[src/rtl/regbus_pkg.sv]
// Shared definitions for the internal register-bus sequencer: FSM encoding,
// register index names and the external-port index derivation.
package regbus_pkg;

    // FSM state encoding
    localparam logic [2:0] S_IDLE  = 3'd0;
    localparam logic [2:0] S_DRIVE = 3'd1;
    localparam logic [2:0] S_LATCH = 3'd2;
    localparam logic [2:0] S_TURN  = 3'd3;
    localparam logic [2:0] S_ERR   = 3'd4;

    typedef enum logic [2:0] {
        ST_IDLE  = S_IDLE,
        ST_DRIVE = S_DRIVE,
        ST_LATCH = S_LATCH,
        ST_TURN  = S_TURN,
        ST_ERR   = S_ERR
    } state_t;

    // Bus-attached register indices as seen by the decoders
    localparam int REG_B   = 0;
    localparam int REG_C   = 1;
    localparam int REG_D   = 2;
    localparam int REG_E   = 3;
    localparam int REG_H   = 4;
    localparam int REG_L   = 5;
    localparam int REG_A   = 6;
    localparam int REG_TMP = 7;

    localparam int DEFAULT_NUM_REGS = REG_TMP + 1;

    // The external data port sits one past the last register
    function automatic int ext_index(input int num_regs);
        return num_regs;
    endfunction

endpackage

[src/rtl/onehot_decode.sv]
// Index to one-hot enable decoder. Bit N is the external data port; an
// index above N (never decoded in a valid transfer) yields all zeros.
module onehot_decode
    import regbus_pkg::*;
#(
    parameter int N    = DEFAULT_NUM_REGS,
    parameter int IDXW = $clog2(N + 1)
) (
    input  logic [IDXW-1:0] idx,
    input  logic            en,
    output logic [N:0]      onehot
);

    // Set exactly the bit addressed by idx when enabled
    always_comb begin
        onehot = '0;
        for (int i = 0; i <= N; i++) begin
            if (en && (idx == IDXW'(i))) begin
                onehot[i] = 1'b1;
            end
        end
    end

endmodule

[src/rtl/regbus_sequencer.sv]
// Register-to-register transfer sequencer for the shared 8-bit tri-state
// bus. Each beat is DRIVE (source on bus), LATCH (destination captures),
// TURN (bus released), so two drivers never overlap and every driver
// change is separated by an idle bus cycle. Pair moves run two beats.
//
// Handshake: req_ready is high only in IDLE (and never during reset). A
// request transfers on the rising edge where req_valid && req_ready; src,
// dst and pair are captured on that edge. The requester holds req_valid and
// its payload stable until that edge; nothing is queued.
module regbus_sequencer
    import regbus_pkg::*;
#(
    parameter int NUM_REGS = DEFAULT_NUM_REGS,
    parameter int IDXW     = $clog2(NUM_REGS + 1)
) (
    input  logic                clk,
    input  logic                rst_n,
    input  logic                req_valid,
    output logic                req_ready,
    input  logic [IDXW-1:0]     req_src,
    input  logic [IDXW-1:0]     req_dst,
    input  logic                req_pair,
    output logic [NUM_REGS-1:0] reg_oenable,
    output logic [NUM_REGS-1:0] reg_wenable,
    output logic                ext_oenable,
    output logic                ext_wenable,
    output logic                busy,
    output logic                done,
    output logic                err,
    output logic [2:0]          dbg_state
);

    localparam int EXT = ext_index(NUM_REGS);

    state_t          state_q, state_d;
    logic            beat_q, beat_d;
    logic [IDXW-1:0] src_q, dst_q;
    logic            pair_q;

    logic            accept;
    logic            src_in_range, dst_in_range, pair_ok, req_ok;
    logic            oe_en, we_en, done_raw, err_raw;
    logic [IDXW-1:0] cur_src, cur_dst;
    logic [NUM_REGS:0] oe_vec, we_vec;

    assign req_ready = rst_n && (state_q == ST_IDLE);
    assign accept    = req_valid && req_ready;

    // Request validity: indices up to EXT are addressable; a pair needs two
    // adjacent real registers starting on an even index.
    assign src_in_range = int'(req_src) <= EXT;
    assign dst_in_range = int'(req_dst) <= EXT;
    assign pair_ok      = (int'(req_src) != EXT) && (int'(req_dst) != EXT)
                       && !req_src[0] && !req_dst[0]
                       && ((int'(req_src) + 1) < NUM_REGS)
                       && ((int'(req_dst) + 1) < NUM_REGS);
    assign req_ok       = src_in_range && dst_in_range && (!req_pair || pair_ok);

    // State, beat and captured request; reset abandons any in-flight move
    always_ff @(posedge clk) begin
        if (!rst_n) begin
            state_q <= ST_IDLE;
            beat_q  <= 1'b0;
            src_q   <= '0;
            dst_q   <= '0;
            pair_q  <= 1'b0;
        end else begin
            state_q <= state_d;
            beat_q  <= beat_d;
            if (accept) begin
                src_q  <= req_src;
                dst_q  <= req_dst;
                pair_q <= req_pair;
            end
        end
    end

    // Next state and Moore enables, decoded from state and captured fields only
    always_comb begin
        state_d  = state_q;
        beat_d   = beat_q;
        oe_en    = 1'b0;
        we_en    = 1'b0;
        done_raw = 1'b0;
        err_raw  = 1'b0;
        case (state_q)
            ST_IDLE: begin
                beat_d = 1'b0;
                if (accept) begin
                    state_d = req_ok ? ST_DRIVE : ST_ERR;
                end
            end
            ST_DRIVE: begin
                oe_en   = 1'b1;
                state_d = ST_LATCH;
            end
            ST_LATCH: begin
                oe_en   = 1'b1;
                we_en   = 1'b1;
                state_d = ST_TURN;
            end
            ST_TURN: begin
                if (pair_q && !beat_q) begin
                    beat_d  = 1'b1;
                    state_d = ST_DRIVE;
                end else begin
                    done_raw = 1'b1;
                    beat_d   = 1'b0;
                    state_d  = ST_IDLE;
                end
            end
            ST_ERR: begin
                done_raw = 1'b1;
                err_raw  = 1'b1;
                state_d  = ST_IDLE;
            end
            default: begin
                state_d = ST_IDLE;
                beat_d  = 1'b0;
            end
        endcase
    end

    // Second beat addresses the odd half of each pair
    assign cur_src = src_q + IDXW'(beat_q);
    assign cur_dst = dst_q + IDXW'(beat_q);

    onehot_decode #(
        .N    (NUM_REGS),
        .IDXW (IDXW)
    ) u_oe_decode (
        .idx    (cur_src),
        .en     (oe_en && rst_n),
        .onehot (oe_vec)
    );

    onehot_decode #(
        .N    (NUM_REGS),
        .IDXW (IDXW)
    ) u_we_decode (
        .idx    (cur_dst),
        .en     (we_en && rst_n),
        .onehot (we_vec)
    );

    assign reg_oenable = oe_vec[NUM_REGS-1:0];
    assign ext_oenable = oe_vec[NUM_REGS];
    assign reg_wenable = we_vec[NUM_REGS-1:0];
    assign ext_wenable = we_vec[NUM_REGS];

    assign busy      = (state_q != ST_IDLE);
    assign done      = rst_n && done_raw;
    assign err       = rst_n && err_raw;
    assign dbg_state = state_q;

endmodule
[config.mk]
export PLATFORM = sky130hd
export DESIGN_NAME = regbus_sequencer
export DESIGN_NICKNAME = d
export VERILOG_FILES = /design/src/rtl/regbus_pkg.sv /design/src/rtl/onehot_decode.sv /design/src/rtl/regbus_sequencer.sv
export SDC_FILE = /design/constraint.sdc
export NUM_CORES = 1
export LEC_CHECK = 0
export ABC_CLOCK_PERIOD_IN_PS = 3450
export BUFFER_PORTS_ARGS = -buffer_cell sky130_fd_sc_hd__buf_2
export CELL_PAD_IN_SITES_DETAIL_PLACEMENT = 1
export CELL_PAD_IN_SITES_GLOBAL_PLACEMENT = 2
export CORE_MARGIN = 2
export CORE_UTILIZATION = 27
export CTS_CLUSTER_SIZE = 14
export DETAILED_ROUTE_END_ITERATION = 6
export PLACE_DENSITY = 0.87
export SLEW_MARGIN = 10
export SYNTH_ARGS = -nofsm -noshare
export SYNTH_HDL_FRONTEND = slang
export SYNTH_SLANG_ARGS = --single-unit
export TNS_END_PERCENT = 10
[constraint.sdc]
create_clock -name clk -period 3.45 [get_ports clk]
set_clock_uncertainty 0.1 [all_clocks]
set_input_delay 0.1725 -clock clk [delete_from_list [all_inputs] [get_ports clk]]
set_output_delay 0.1725 -clock clk [all_outputs]
set_load 0.01 [all_outputs]
Word level (Yosys, flattened, before mapping)

Cells that the tools add are included.

$add $sub $neg: 4
Magnitude comparators: 4
Equal/unequal tests: 23
Multiplexer cells: 29
Reduce and logical (&&, ||, !) cells: 43

Operator list:

| cell                                                       | count |
|---|---|
| == test 4 x 3 -> 1 bit, second input constant              | 8 |
| logical AND 1 bit                                          | 32 |
| two-way mux 1 bit                                          | 24 |
| == test 4 x 2 -> 1 bit, second input constant              | 4 |
| one-hot mux 3 bit (4 select lines)                         | 1 |
| adder 4 x 1 -> 5 bit, second input constant                | 2 |
| less-than comparator 5 x 4 -> 1 bit, second input constant | 2 |
| adder 4 x 1 -> 4 bit                                       | 2 |
| == test 4 x 1 -> 1 bit, second input constant              | 2 |
| == test 4 bit, second input constant                       | 2 |
| less-or-equal comparator 4 bit, second input constant      | 2 |
| logical NOT 4 bit                                          | 2 |
| != test 4 bit, second input constant                       | 2 |
| == test 3 x 2 -> 1 bit, second input constant              | 2 |
| two-way mux 3 bit                                          | 2 |
| logical NOT 1 bit                                          | 4 |
| one-hot mux 1 bit (2 select lines)                         | 2 |
| == test 3 x 1 -> 1 bit, second input constant              | 1 |
| == test 3 bit, second input constant                       | 1 |
| logical NOT 3 bit                                          | 1 |
| nonzero test 3 bit                                         | 1 |
| OR reduction 3 bit                                         | 1 |
| != test 2 bit, second input constant                       | 1 |
| OR reduction 2 bit                                         | 1 |
| logical OR 1 bit                                           | 1 |

Bits in registers: 13
Logic and storage cells: 108

Logic depth before layout (Yosys ltp)

Gate-level depths: netlist (run 1).

Depth after elaboration: 11
Gate-level depth with buffers: 7

By module

Synthesis (run 1) repeated with hierarchy kept, for this count alone.

Cells, all modules: 118
Area total of the unflattened synthesis: 902.1 sq um

Modules (own cells, without submodules):

| module           | times used | cells each | area each (sq um) |
|---|---|---|---|
| regbus_sequencer | 1          | 88         | 742.0 |
| onehot_decode    | 2          | 15         | 80.1 |

Least setup slack after synthesis (run 1)

Ideal clock, no wire load.

Path type: register -> output
Start: register beat_q
End: output port reg_oenable[0]
Arrival time: 1.405 ns
Required time: 3.178 ns
Path slack: 1.773 ns
Cell stages (with the launch flop): 6
Path through: dfxtp_1 -> ha_1 -> ha_1 -> nor3_1 -> a31oi_1 -> nor4_1

Longest elaborated chain between the ends: 4

Ends and longest elaborated chain:

| what                   | RTL line                | source |
|---|---|---|
| start, declared        | regbus_sequencer.sv:36  | `logic beat_q, beat_d;` |
| start signal, assigned | regbus_sequencer.sv:69  | `beat_q <= beat_d;` |
| adder 4 x 1 -> 4 bit   | regbus_sequencer.sv:125 | `assign cur_src = src_q + IDXW'(beat_q);` |
| logical NOT 4 bit      | onehot_decode.sv:18     | `if (en && (idx == IDXW'(i))) begin` |
| logical AND 1 bit      | onehot_decode.sv:18     |  |
| two-way mux 1 bit      | onehot_decode.sv:18     |  |
| end, declared          | regbus_sequencer.sv:23  | `output logic [NUM_REGS-1:0] reg_oenable,` |

No other way between the ends.

Final worst setup path (run 1)

Start: register beat_q
End: output port reg_oenable[4]

Longest elaborated chain between the ends: 4

Ends and longest elaborated chain:

| what                   | RTL line |
|---|---|
| adder 4 x 1 -> 4 bit   | regbus_sequencer.sv:125 |
| == test 4 x 3 -> 1 bit | onehot_decode.sv:18 |
| logical AND 1 bit      | onehot_decode.sv:18 |
| two-way mux 1 bit      | onehot_decode.sv:18 |

No other way between the ends.

==> flow_metrics.py, run 1 <==
metrics = {
    "global_route": {
        "grt_max_degree": 20,
        "grt_pass1_vias": 1062,
        "grt_usage": 0.141,
        "busiest_layer": "met2",
        "use_met2": 0.282,
        "grt_util_met3": 0.0288,
        "gr-total-overflow": 0,
        "antenna_found_initial": 0,
        "grtUsageMet1": 0.140,
        "grt_pass1_wl_um": 4540,
    },
    "placement": {
        "dp_cells": 201,
        "place_ws_ps": 1600,
        "hpwlAfterDp_um": 2000,
        "gp_congestion": 0.731,
        "port_buffers": 36,
    },
    "power_and_ir_drop": {
        "p_int_w": 0.000232,
        "p_clk_frac": 0.289,
        "pwr-share-seq": 0.509,
        "p_leak_nw": 0.531,
        "peakVddDrop_uv": 111,
        "cellPowerDensity_nw_per_um2": 302,
        "p_sw_w": 0.000110,
        "combPwrFrac": 0.202,
        "p_sw_frac": 0.321,
    },
    "logic_synthesis": {
        "synthArstFlopShare": 0,
        "synth_cell_types": 38,
        "synth_top_area_share": 0.280,
        "netlist_area_um2": 928,
        "synth_area_leaders": "dfxtp_1 (28%), nand2_1 (11%), nor2_1 (6.1%)",
        "yosysMostFrequentCell": "nand2_1",
        "yosysTopAreaCell": "dfxtp_1",
        "synthCells": 126,
        "ys_seq_area_frac": 0.280,
        "synth-seq-cells": 13,
        "synth_area_per_cell_um2": 7.37,
        "synth_edf_count": 0,
        "ys_top_cells_by_count": "nand2_1 (27), nor2_1 (15), dfxtp_1 (13)",
        "yosysWarnings": 0,
        "synth-main-ff-cell": "dfxtp_1",
        "syn_nets": 142,
    },
    "worst_setup_path": {
        "crit_buf_inv": 2,
        "cpMaxStageDelayCell": "dfxtp_1",
        "crit_required_ps": 3180,
        "r2r_cells": 3,
        "cp_max_fo": 6,
        "path_common_cell": "ha_1",
        "critPathMaxStageDelay_ps": 430,
        "arrival_ps": 1890,
        "path_cells": "ha_1, ha_1, inv_1, nor3_1, a31oi_1, nor4_1, buf_2",
        "critical_path.endpoint_type": "output pin",
        "crit_family": "adder cells",
        "cp-start-kind": "flop",
        "r2r_start": "dbg_state[2]",
        "crit_start": "beat_q",
        "crit_cells": 7,
        "worst-setup-path-type": "flop to output pin",
    },
    "routing": {
        "vias": 987,
        "routed_wl_um": 2440,
        "drt-initial-drc-count": 30,
        "viasPerCell": 4.81,
        "post_drt_wl_per_cell_um": 11.9,
        "drtPass1Iterations": 3,
        "route.detailed.drc": 0,
        "ant_nets": 0,
    },
    "clock_tree": {
        "clock_latency_ps": 280,
        "cts_setup_buffers": 0,
        "cts_hold_buffers": 0,
        "cts-buffers-inserted": 3,
        "tritoncts": "yes",
        "ctsResizeCount": 0,
        "cts_root_buffer": "clkbuf_4",
        "cts_sinks": 13,
        "path_clk_slew_ps": 90,
        "htreeDepth": 1,
        "cts.path.max_buffers": 2,
    },
    "finish": {
        "area_delta_synth_final_pct": 22.0,
        "fin_cells": 205,
        "seq_area_um2": 260,
        "nNetsFinal": 176,
        "layout-drive-gt1-share": 0.296,
        "multi_input_area_um2": 588,
        "antenna_cells": 0,
        "fill_cells": 451,
    },
    "sta": {
        "setup_slack_ps": 1290,
        "worstMarginPinSlew_ps": 413,
        "fin_crit_sh": 0.626,
        "slew_viol_final": 0,
        "slew_headroom": 0.724,
        "hold_viol_final": 0,
        "period_needed_ps": 2160,
        "tns_ps": 0,
        "setup_viol": 0,
        "fmax_ghz": 0.463,
        "rsz0062_at_grt": "no",
    },
    "floorplanning": {
        "fp-row-count": 21,
        "die_h_um": 62.6,
        "core_area_um2": 3310,
        "pin_count": 37,
        "die_area_um2": 3920,
        "start_util": 0.280,
        "die_w_um": 62.6,
    },
    "worst_hold_path": {
        "hold_class": "primary input to flop",
        "min_path_cells": 3,
        "hp-start": "req_dst[2]",
    },
    "status": {
        "status": "completed",
    },
    "flow_run": {
        "max_cap_violations": 0,
    },
}
-- worst reg2reg max path, cell delays in order, from the launching register on --
cell,delay (ps)
dfxtp_1,420
nor3_4,260
and3_2,400
o21ai_0,150
-- layout make-up --
cell class / count / area share
sequential: 13 / 0.230
tap: 46 / 0.0508
clock buffer: 3 / 0.0199
clock inverter: 1 / 0.00442
multi-input combinational: 101 / 0.519
timing repair buffer: 36 / 0.159
inverter: 5 / 0.0166
-- metal layers --
| layer | share of wire | up-vias |
|---|---|---|
| met5 | 0 | - |
| met4 | 0.014 | 0 |
| met3 | 0.045 | 4 |
| met2 | 0.54 | 23 |
| met1 | 0.40 | 451 |
| li1 | - | 509 |
-- state kept, by name, indices dropped and copies added (netlist names) --
| signal | flops |
|---|---|
| dbg_state | 3 |
| pair_q | 1 |
| beat_q | 1 |
| src_q | 4 |
| dst_q | 4 |
-- path summary, 6_finish.rpt --
check                                      end  slack [ps]
worst max register to register        src_q[2]        2000
worst min-delay path                  dst_q[2]           9
worst min register to register        dst_q[0]         380
worst max-delay path            reg_oenable[4]        1290
-- power groups by stage --
stage               Sequential [W]  Combinational (W)  Clock (W)
finish                    0.000174          0.0000691  0.0000987
global placement          0.000177          0.0000672          0
detailed placement        0.000178          0.0000700          0
floorplan                 0.000172          0.0000553          0
CTS                       0.000174          0.0000706   0.000101
global route              0.000177          0.0000796   0.000107
-- stage by stage --
step	total power (W)	instance area, µm²	hold WS, ps	utilization
after detailed placement	0.000248	1100	301	0.334
after global placement	0.000244	1100	297	0.334
final	0.000342	1130	9.03	0.342
after floorplan	0.000228	928	181	-
after global routing	0.000363	1130	22.8	0.342
after CTS	0.000346	1130	3.08	0.342
-- cells by family after synthesis --
logic type | share of synthesized area
XOR/XNOR | 0.0283
AO/OA/AOI/OAI | 0.155
AND/OR/NAND/NOR | 0.396
flip-flops | 0.280
buffers and inverters | 0.0862
adder cells (fa/ha/maj) | 0.0539
-- cells in the final DEF, fill, tap and decap left out, types with 2 or more instances in the layout --
master / instances
buf_2: 36
nand2_1: 27
nor2_1: 15
dfxtp_1: 13
nor3_1: 8
o21ai_0: 8
inv_1: 4
a31oi_1: 4
ha_1: 4
and3_1: 3
xor2_1: 3
nor4_1: 3
clkbuf_4: 3
nand3b_1: 2
a2bb2oi_1: 2
nor2b_1: 2
o31ai_1: 2
Power figures use the tool's default switching activity.
==> run 2, diff against run 1 <==
ABC_CLOCK_PERIOD_IN_PS = 2200   (was 3450)
CORE_UTILIZATION = 25   (was 27)
PLACE_DENSITY = 0.82   (was 0.87)
clock period = 2.2 ns   (was 3.45 ns; I/O delays follow)
==> run 2 against run 1 <==
  * Sequential power rose by 57%
  * Via count rose by 0.61%
  * Clock-buffer cell count did not move
  * Utilization fell by 0.82 points
  * The run now ends with hold timing left
  * Power rose by 77%
  * Global-route usage fell by 1.2 points
  * Critical path type unchanged
  * Highest routed layer unchanged
  * Die area rose by 7.5%
  * Critical path depth fell by 1
==> flow_metrics.py, run 2 (synthesis results as in run 1) <==
metrics = {
    "status": {
        "status": "complete, but fails checks",
        "violations": "hold timing",
    },
    "power_and_ir_drop": {
        "cellPowerDensity_nw_per_um2": 503,
        "p_sw_frac": 0.294,
        "p_sw_w": 0.000178,
        "pwr-share-seq": 0.450,
        "p_clk_frac": 0.357,
        "p_leak_nw": 0.558,
        "peakVddDrop_uv": 206,
        "p_int_w": 0.000428,
        "combPwrFrac": 0.193,
    },
    "worst_setup_path": {
        "crit_family": "simple AND/OR/NAND/NOR gates",
        "rr_endpoint": "src_q[2]",
        "arrival_ps": 1830,
        "crit_required_ps": 1990,
        "critical_path.endpoint_type": "output pin",
        "cpMaxStageDelayCell": "dfxtp_1",
        "worst-setup-path-type": "flop to output pin",
        "path_cells": "ha_1, ha_1, nand4_1, or2_2, nor2_1, buf_2",
        "r2r_start": "dbg_state[0]",
        "r2r_setup_slack_ps": 740,
        "r2r_cells": 4,
        "critPathMaxStageDelay_ps": 350,
        "cp_max_fo": 6,
        "path_common_cell": "ha_1",
        "cp-start-kind": "flop",
        "crit_buf_inv": 1,
    },
    "placement": {
        "port_buffers": 36,
        "dp_cells": 204,
        "hpwlAfterDp_um": 2050,
        "gp_congestion": 0.716,
        "place_ws_ps": 405,
    },
    "sta": {
        "fin_crit_sh": 0.927,
        "slew_headroom": 0.724,
        "worstMarginPinSlew_ps": 413,
        "holdWs_ps": -3.55,
        "slew_viol_final": 0,
        "fmax_ghz": 0.491,
        "setup_slack_ps": 161,
        "hold_viol_final": 2,
        "rsz0062_at_grt": "no",
        "period_needed_ps": 2040,
        "tns_ps": 0,
        "setup_viol": 0,
    },
    "routing": {
        "post_drt_wl_per_cell_um": 12.1,
        "viasPerCell": 4.68,
        "routed_wl_um": 2560,
        "route.detailed.drc": 0,
        "vias": 993,
        "drt-initial-drc-count": 7,
        "drtPass1Iterations": 4,
        "ant_nets": 0,
    },
    "global_route": {
        "grt_pass1_wl_um": 4390,
        "grt_pass1_vias": 1060,
        "gr-total-overflow": 0,
        "grt_usage": 0.129,
        "grt_max_degree": 20,
        "antenna_found_initial": 0,
    },
    "finish": {
        "final_cell_mix": "buf_2 (36), nand2_1 (27), nor2_1 (15)",
        "layout_commonest_cell": "buf_2",
        "utilization": 0.334,
        "fin_cells": 212,
        "antenna_cells": 0,
        "area_delta_synth_final_pct": 29.6,
        "nNetsFinal": 181,
        "layout-drive-gt1-share": 0.299,
    },
    "worst_hold_path": {
        "min_path_cells": 3,
        "hold_class": "primary input to flop",
        "hp-start": "req_dst[1]",
        "holdPathEnd": "dst_q[1]",
    },
    "clock_tree": {
        "htreeDepth": 1,
        "cts_sinks": 13,
        "cts.path.max_buffers": 2,
        "clock_latency_ps": 240,
        "cts_setup_buffers": 0,
        "tritoncts": "yes",
        "cts-buffers-inserted": 3,
        "path_clk_slew_ps": 60,
        "cts_root_buffer": "clkbuf_8",
    },
    "floorplanning": {
        "fp-row-count": 22,
        "die_h_um": 64.9,
        "pin_count": 37,
        "core_area_um2": 3610,
        "start_util": 0.257,
        "die_w_um": 64.9,
        "die_area_um2": 4220,
    },
    "flow_run": {
        "max_cap_violations": 0,
    },
}
## run 2: cell count changes in the layout (fill, tap and decap cells not counted)
cell           delta
buf_4             +1
clkbuf_8          +3
ha_2              +1
ha_1              -1
clkbuf_4          -3
dlygate4sd3_1     +4
## run 2: power groups by stage
stage / registers (W) / logic [W] / clock network, W
2_1_floorplan: 0.000270 / 0.0000867 / 0
5_1_grt: 0.000276 / 0.000132 / 0.000234
4_1_cts: 0.000273 / 0.000118 / 0.000221
3_5_place_dp: 0.000278 / 0.000112 / 0
6_report: 0.000273 / 0.000117 / 0.000216
3_3_place_gp: 0.000277 / 0.000108 / 0
## run 2: repair_timing
item	4_1_cts	5_1_grt
gates resized for setup	0	1
endpoints found under the setup margin	0	1
endpoints found under the hold margin	4	0
hold buffers	4	0
## run 2: cell type report
type | count | area, µm²
clock buffer | 3 | 41.3
inverter | 5 | 18.8
clock inverter | 1 | 5.00
timing repair buffer | 41 | 228
tap | 48 | 60.1
multi-input combinational | 101 | 591
fill | 472 | 2400
sequential | 13 | 260
## run 2: stage by stage
step                      instance area, µm²  power [W]
final                                   1200   0.000606
after global placement                  1110   0.000384
after floorplan                          928   0.000357
after CTS                               1200   0.000612
after detailed placement                1110   0.000389
after global routing                    1200   0.000641
## run 2: per-layer routing
layer | part of all wire | GRT usage | routed length, µm | vias up
met3 | 0.048 | 0.0278 | 123 | 2
li1 | - | - | - | 513
met2 | 0.53 | 0.264 | 1350 | 22
met5 | 0 | 0 | 0 | -
met4 | 0.0047 | 0.0319 | 12 | 0
met1 | 0.42 | 0.127 | 1070 | 456
## run 2: worst reg2reg max path, delay by kind of cell (launching register included)
family	cells	cell delay, ps
buffers and inverters	1	170
AND/OR/NAND/NOR	2	610
flip-flops	1	320
AO/OA/AOI/OAI	1	150
## run 2: worst max path at each step
stage / start / endpoint / cells past startpoint
global placement: beat_q / reg_wenable[7] / 6
floorplan: beat_q / reg_oenable[0] / 5
CTS: beat_q / reg_wenable[3] / 6
finish: beat_q / reg_wenable[3] / 6
detailed placement: beat_q / reg_wenable[3] / 6
global route: beat_q / reg_wenable[7] / 6
